### src/rtl/axi4lite_cmd_master.sv
// Single-outstanding AXI4-Lite master: turns one command into one AXI write or
// read burst-free transaction and returns a single held response.
module axi4lite_cmd_master #(
    parameter int AW = 4,
    parameter int DW = 32
) (
    input  logic          ACLK,
    input  logic          ARESETn,
    input  logic          cmd_valid,
    output logic          cmd_ready,
    input  logic          cmd_we,
    input  logic [AW-1:0] cmd_addr,
    input  logic [DW-1:0] cmd_wdata,
    input  logic [3:0]    cmd_wstrb,
    output logic          rsp_valid,
    input  logic          rsp_ready,
    output logic          rsp_we,
    output logic [DW-1:0] rsp_rdata,
    output logic [1:0]    rsp_resp,
    output logic [7:0]    err_cnt,
    output logic [AW-1:0] AWADDR,
    output logic          AWVALID,
    input  logic          AWREADY,
    output logic [DW-1:0] WDATA,
    output logic [3:0]    WSTRB,
    output logic          WVALID,
    input  logic          WREADY,
    input  logic [1:0]    BRESP,
    input  logic          BVALID,
    output logic          BREADY,
    output logic [AW-1:0] ARADDR,
    output logic          ARVALID,
    input  logic          ARREADY,
    input  logic [DW-1:0] RDATA,
    input  logic [1:0]    RRESP,
    input  logic          RVALID,
    output logic          RREADY
);

    typedef enum logic [2:0] {IDLE, WR, WB, RD, RDAT, RSP} state_t;

    state_t        r_state;
    state_t        w_state_next;
    logic [AW-1:0] r_awaddr;
    logic          r_awvalid;
    logic [DW-1:0] r_wdata;
    logic [3:0]    r_wstrb;
    logic          r_wvalid;
    logic          r_bready;
    logic [AW-1:0] r_araddr;
    logic          r_arvalid;
    logic          r_rready;
    logic          r_rsp_valid;
    logic          r_rsp_we;
    logic [DW-1:0] r_rsp_rdata;
    logic [1:0]    r_rsp_resp;
    logic [7:0]    r_err_cnt;

    logic          w_accept;
    logic          w_aw_hs;
    logic          w_w_hs;
    logic          w_wr_done;
    logic          w_b_hs;
    logic          w_ar_hs;
    logic          w_r_hs;
    logic          w_rsp_hs;
    logic          w_capture;
    logic [1:0]    w_cap_resp;

    assign cmd_ready  = (r_state == IDLE);
    assign w_accept   = cmd_valid & cmd_ready;
    assign w_aw_hs    = r_awvalid & AWREADY;
    assign w_w_hs     = r_wvalid & WREADY;
    // A channel whose VALID is already low has finished its handshake earlier.
    assign w_wr_done  = (~r_awvalid | w_aw_hs) & (~r_wvalid | w_w_hs);
    assign w_b_hs     = r_bready & BVALID;
    assign w_ar_hs    = r_arvalid & ARREADY;
    assign w_r_hs     = r_rready & RVALID;
    assign w_rsp_hs   = r_rsp_valid & rsp_ready;
    assign w_capture  = w_b_hs | w_r_hs;
    assign w_cap_resp = w_b_hs ? BRESP : RRESP;

    always_ff @(posedge ACLK) begin
        if (!ARESETn) begin
            r_state <= IDLE;
        end else begin
            r_state <= w_state_next;
        end
    end

    always_comb begin
        w_state_next = r_state;
        case (r_state)
            IDLE: if (cmd_valid) w_state_next = cmd_we ? WR : RD;
            WR:   if (w_wr_done) w_state_next = WB;
            WB:   if (w_b_hs)    w_state_next = RSP;
            RD:   if (w_ar_hs)   w_state_next = RDAT;
            RDAT: if (w_r_hs)    w_state_next = RSP;
            RSP:  if (w_rsp_hs)  w_state_next = IDLE;
            default:             w_state_next = IDLE;
        endcase
    end

    always_ff @(posedge ACLK) begin
        if (!ARESETn) begin
            r_awaddr    <= '0;
            r_awvalid   <= 1'b0;
            r_wdata     <= '0;
            r_wstrb     <= '0;
            r_wvalid    <= 1'b0;
            r_bready    <= 1'b0;
            r_araddr    <= '0;
            r_arvalid   <= 1'b0;
            r_rready    <= 1'b0;
            r_rsp_valid <= 1'b0;
            r_rsp_we    <= 1'b0;
            r_rsp_rdata <= '0;
            r_rsp_resp  <= '0;
            r_err_cnt   <= '0;
        end else begin
            if (w_accept) begin
                if (cmd_we) begin
                    r_awaddr  <= cmd_addr;
                    r_wdata   <= cmd_wdata;
                    r_wstrb   <= cmd_wstrb;
                    r_awvalid <= 1'b1;
                    r_wvalid  <= 1'b1;
                end else begin
                    r_araddr  <= cmd_addr;
                    r_arvalid <= 1'b1;
                end
            end
            if (w_aw_hs) r_awvalid <= 1'b0;
            if (w_w_hs)  r_wvalid  <= 1'b0;
            if (r_state == WR && w_wr_done) r_bready <= 1'b1;
            if (w_b_hs)  r_bready  <= 1'b0;
            if (w_ar_hs) begin
                r_arvalid <= 1'b0;
                r_rready  <= 1'b1;
            end
            if (w_r_hs)  r_rready  <= 1'b0;
            // Response fields are only loaded here, so they hold through RSP.
            if (w_capture) begin
                r_rsp_valid <= 1'b1;
                r_rsp_we    <= w_b_hs;
                r_rsp_rdata <= w_b_hs ? '0 : RDATA;
                r_rsp_resp  <= w_cap_resp;
                if (w_cap_resp != 2'b00 && r_err_cnt != 8'hFF) begin
                    r_err_cnt <= r_err_cnt + 8'd1;
                end
            end
            if (w_rsp_hs) r_rsp_valid <= 1'b0;
        end
    end

    assign AWADDR    = r_awaddr;
    assign AWVALID   = r_awvalid;
    assign WDATA     = r_wdata;
    assign WSTRB     = r_wstrb;
    assign WVALID    = r_wvalid;
    assign BREADY    = r_bready;
    assign ARADDR    = r_araddr;
    assign ARVALID   = r_arvalid;
    assign RREADY    = r_rready;
    assign rsp_valid = r_rsp_valid;
    assign rsp_we    = r_rsp_we;
    assign rsp_rdata = r_rsp_rdata;
    assign rsp_resp  = r_rsp_resp;
    assign err_cnt   = r_err_cnt;

endmodule
### config.mk
export PLATFORM = sky130hd
export DESIGN_NAME = axi4lite_cmd_master
export DESIGN_NICKNAME = d
export VERILOG_FILES = /design/src/rtl/axi4lite_cmd_master.sv
export SDC_FILE = /design/constraint.sdc
export NUM_CORES = 1
export LEC_CHECK = 0
export ABC_CLOCK_PERIOD_IN_PS = 1900
export CAP_MARGIN = 25
export CORE_ASPECT_RATIO = 0.75
export CORE_MARGIN = 1
export CORE_UTILIZATION = 40
export DETAILED_ROUTE_END_ITERATION = 12
export GPL_TIMING_DRIVEN = 0
export PLACE_DENSITY = 0.8
export SLEW_MARGIN = 20
export SYNTH_ARGS = -nofsm -noshare
export SYNTH_HDL_FRONTEND = slang
export SYNTH_SLANG_ARGS = --single-unit
### constraint.sdc
create_clock -name ACLK -period 1.9 [get_ports ACLK]
set_input_delay 0.285 -clock ACLK [delete_from_list [all_inputs] [get_ports ACLK]]
set_output_delay 0.285 -clock ACLK [all_outputs]
set_load 0.01 [all_outputs]
==> results by group <==
Power
  • Clock share of power: 40.8%
  • Flop pwr share: 44.9%
  • Internal power: 3670 uW
  • Design Power: 4760 uW
  • Combinational cell fraction of total power: 14.3%
  • VDD IR max: 466 uV
  • Pwr/cell area: 814 nW/um^2
  • Pleak: 0.00204 uW
  • Sw Ratio: 22.9%
  • Sw Pwr: 1090 uW

Detailed routing
  • Vias: 3742
  • DRC: 13
  • Final antenna-violating net count: 0
  • 1st-iter DRT viols: 227
  • Vias per inst: 5.02
  • Drt first pass iters: 9
  • Routed WL per cell: 14.2 um
  • Routed wire length: 10600 um

STA
  • Setup_tns: 0 ns
  • Fin. max-slew vios: 0
  • Period utilisation layout: 94.5%
  • Post-layout worst setup margin: 0.105 ns
  • Setup violators final: 0
  • Unrepaired setup endpoints after global routing: false
  • Max-slew headroom: 67.0%
  • Post-layout min period: 1.79 ns
  • Worst-margin pin slew: 0.495 ns
  • Fin. Hold Viols: 0
  • Max Clock Skew: 0.00805 ns
  • FMAX: 0.557 GHz

Floorplanning
  • Die ar.: 9370 sq um
  • Starting density of the core: 41.8%
  • Row Count: 29
  • Io pins: 180
  • Die Y: 84.1 um
  • Die X: 111 um
  • Core area: 8600 sq um

Critical path
  • Startpoint Class: primary input
  • Worst EP required: 2.16 ns
  • CP arrival: 2.05 ns
  • Worst-path maximum fanout: 10
  • Setup crit end kind: flop
  • Critical path class: in -> reg

Synthesis
  • Area leader, netlist: dfxtp_1
  • Seq/Total Area, Yosys: 53.5%
  • Main synth FF type: dfxtp_1
  • Ys async rst share: 0%
  • Mapped Avg Cell Area: 8.10 sq um
  • Seq cells post-synth: 96
  • Syn nets: 531
  • Distinct cell type count after synthesis: 44
  • Post-synth EDFFs: 0
  • Post-synth top area share: 53.5%
  • Yosys warnings: 0
  • Synthesized area: 3590 sq um
  • Top cells by area, synth: dfxtp_1 53%, nand2_1 17%, a21oi_1 11%, clkbuf_1 2.3%, nor2_1 1.6%
  • Synthesized instance count: 444

Layout
  • Layout cells sized above 1: 5.17%
  • # fillers: 748
  • Most common cell after layout, fill and taps aside: clkdlybuf4s50_1
  • Reg area: 1920 sq um
  • Area taken by multi-input logic gates: 1540 sq um
  • Most frequent cells in the layout: 177 x clkdlybuf4s50_1, 159 x nand2_1, 96 x dfxtp_1
  • Finished Layout Cells: 746
  • Antenna Cells: 0
  • Final net count: 720
  • Core Util, Final: 68.0%
  • Area grow syn2layout: 62.7%

Hold path
  • Hold Path Class: in -> reg

Clock tree
  • Reg clk slew, reported paths: 0.06 ns
  • Worst skew pair latency: 0.33 ns
  • CTS Root Buffer Type: clkbuf_16
  • # H-tree levels: 3
  • Hold buffers post-CTS: 0
  • TritonCTS clock tree: yes
  • CTS Buf Count: 9
  • Maximum clock path buffer count: 2
  • Clk sink count: 96

Placed design
  • Dpl hpwl: 7940 um
  • Placement Setup Slack: -0.227 ns
  • Port buffer count: 178
  • Routability cong.: 0.840
  • Dpl cells: 730

GRT
  • GRT Overall Usage: 23.0%
  • Vias in the first global route: 3624
  • Initial antenna violation count: 0
  • GR Overflow Total: 0
  • Pin count of the biggest net entering global routing: 16
  • First-pass GRT wire length: 17400 um

Outcome
  • Status: finished, violations left
  • Failing checks: DRC

Run
  • Max cap viols: 0
worst paths after layout:
check | start | end | slack (ns) | cells after the start
hold reg to reg | rsp_rdata[0] | rsp_rdata[0] | 0.45 | 2
hold / removal | ARESETn | AWVALID | 0.41 | 2
setup / recovery | BVALID | err_cnt[5] | 0.11 | 6
setup reg to reg | err_cnt[0] | err_cnt[4] | 0.12 | 5
cell usage after synthesis, types with 2 or more instances:
| cell | count |
|---|---|
| a21oi_1 | 81 |
| a311o_1 | 2 |
| a311oi_1 | 3 |
| buf_1 | 3 |
| buf_2 | 6 |
| clkbuf_1 | 22 |
| dfxtp_1 | 96 |
| inv_1 | 2 |
| mux2_2 | 2 |
| mux2i_1 | 5 |
| nand2_1 | 159 |
| nand3_1 | 5 |
| nand3b_1 | 2 |
| nor2_1 | 15 |
| nor2b_1 | 3 |
| o211ai_1 | 2 |
| o21a_1 | 2 |
| o21ai_0 | 3 |
| o31ai_1 | 4 |
| or4_1 | 3 |
power groups by stage:
| stage | Clock, uW | Sequential (uW) | Combinational, uW |
|---|---|---|---|
| 2_1_floorplan | 0 | 2210 | 235 |
| 3_3_place_gp | 0 | 2180 | 663 |
| 3_5_place_dp | 0 | 2190 | 672 |
| 4_1_cts | 1980 | 2140 | 681 |
| 5_1_grt | 2060 | 2150 | 741 |
| 6_report | 1940 | 2140 | 681 |
what timing repair did:
item | in CTS | in global routing
cloned | 0 | 0
gates resized for setup | 1 | 11
pin swaps | 1 | 0
buffers inserted | 1 | 0
setup endpoints to repair | 1 | 40
layer usage:
layer	wire, um	global-route usage, %
met5	0	0
met1	4650	28.4
met2	4940	38.5
met4	131	6.76
met3	867	7.26
worst max-delay path: stages:
cell             delay (ns)
clkdlybuf4s50_1        0.53
nand2_2                0.16
mux2_4                 0.37
buf_2                  0.20
nor4_2                 0.31
mux2i_1                0.20
area by class of cell:
cell class | count | share of cell area, %
Buffer | 30 | 2.27
Sequential cell | 96 | 32.9
Clock buffer | 12 | 4.21
Multi-Input combinational cell | 315 | 26.4
Timing Repair Buffer | 179 | 30.6
Inverter | 2 | 0.128
Clock inverter | 4 | 1.30
Tap cell | 108 | 2.31
per-stage QoR:
| step | hold slack (ns) | area (sq um) |
|---|---|---|
| after floorplan | 0.402 | 3590 |
| after global placement | 0.441 | 5510 |
| after detailed placement | 0.446 | 5510 |
| after CTS | 0.389 | 5840 |
| after global routing | 0.416 | 5850 |
| final | 0.406 | 5850 |
cell families (layout without fill, tap and decap cells):
group | Yosys count | after routing | share of synthesized area [%]
mux | 8 | 8 | 2.44
flops | 96 | 96 | 53.5
fa+ha+maj | 1 | 1 | 0.348
buf+inv | 33 | 227 | 3.65
compound gates | 103 | 103 | 16.1
simple gates | 203 | 203 | 24.0
flip-flops by register name (all words and copies together) (netlist names):
register	flops
ARADDR	4
ARVALID	1
AWADDR	4
AWVALID	1
BREADY	1
RREADY	1
WDATA	32
WSTRB	4
WVALID	1
err_cnt	8
r_state	3
rsp_rdata	32
rsp_resp	2
rsp_valid	1
rsp_we	1
Power figures use the tool's default switching activity.
==> RTL change, RTL diff (config.mk and constraints unchanged) <==
Put one more register stage on the output `err_cnt`, without a reset. The value now appears one clock later. The other outputs are not delayed to match.
--- a/src/rtl/axi4lite_cmd_master.sv
+++ b/src/rtl/axi4lite_cmd_master.sv
@@ -168,3 +168,5 @@
     assign rsp_resp  = r_rsp_resp;
-    assign err_cnt   = r_err_cnt;
+    always_ff @(posedge ACLK) begin
+        err_cnt <= r_err_cnt;
+    end
 
Check against the original RTL: not equivalent (Yosys sat finds a counterexample within 4 cycles, from zero or initial values and one cycle with ARESETn low).
==> RTL change against the unedited design <==
- hold slack worse by 0.033 ns
- setup slack better by 0.019 ns
- routed wire length is 2.1% higher
- fmax is 1.1% higher
- sequential cell count is 8 higher
- power is 0.77% higher
- synthesized area is 4.0% higher
- synthesized cell count is 1.6% higher
- clock skew is 0.00058 ns higher
- count of clock-buffer cells in the layout is 2 lower
- die area is 4.0% higher
- final area is 2.3% higher
- clock power is 7% lower
- cell count is 3.1% higher
==> RTL change: results (changes against the unedited design) <==
metric	value	unit	change
status	complete, no violations		was finished, violations left
kind of cell adding the most delay to the critical path	simple AND/OR/NAND/NOR gates		was buffers and inverters
Reg2Reg Depth	4		was 5
syn nets	538		was 531
P_comb	0.000675	W	was 0.000681 W
metal2 WL	5114	µm	was 4943 µm
sequential-to-total area share from yosys stat	55.67	%	was 53.46%
Crit Reg-Reg Endpoint	r_err_cnt[7]		was err_cnt[4]
DR vias	3791		was 3742
layout cells sized above 1	4.836	%	was 5.172%
share of power burned in registers	48.3	%	was 44.9%
worst ir drop on vdd	0.6016	mV	was 0.4658 mV
vias in the first global route	3640		was 3624
total global-route track usage	22.02	%	was 22.99%
first-pass GRT wire length	16990	µm	was 17380 µm
placed insts	757		was 730
synth cell count leaders	nand2_1 (158), dfxtp_1 (104), a21oi_1 (82)		was nand2_1 (159), dfxtp_1 (96), a21oi_1 (81)
GRT met1 Usage	25.57	%	was 28.35%
setup slack, reg-to-reg	0.18	ns	was 0.12 ns
critical path peak fanout	9		was 10
wire per inst	14.06	µm	was 14.20 µm
clk_skew	0.008633	ns	was 0.008053 ns
Yosys cell types	41		was 44
critical path capture point	r_err_cnt[7]		was err_cnt[5]
DRT iter0 DRCs	123		was 227
LEAKAGE	2.084	nW	was 2.035 nW
RTL change: logic make-up after synthesis:
family          count (synthesis)  share of synthesized area (%)
mux                             7                          2.074
fa+ha+maj                       1                         0.3345
compound gates                105                          15.82
buf+inv                        33                          3.479
simple gates                  201                          22.62
flops                         104                          55.67
RTL change: layout make-up:
| type | count | area (µm²) |
|---|---|---|
| plain buffers | 28 | 125.1 |
| clock buffers | 10 | 239.0 |
| clock inverters | 4 | 55.05 |
| fillers | 777 | 3062 |
| inverters | 2 | 7.507 |
| multi-input cells | 314 | 1528 |
| flip-flops and latches | 104 | 2082 |
| well taps | 128 | 160.2 |
| repair buffers | 179 | 1788 |
RTL change: metrics by stage:
step / setup WS (ns) / total power (W) / cell area (µm²)
floorplan: 0.2849 / 0.002621 / 3740
global placement: -0.1776 / 0.003017 / 5682
detailed placement: -0.2116 / 0.003035 / 5682
CTS: 0.0007063 / 0.004838 / 5982
global route: 0.06531 / 0.005002 / 5984
finish: 0.1244 / 0.004799 / 5984
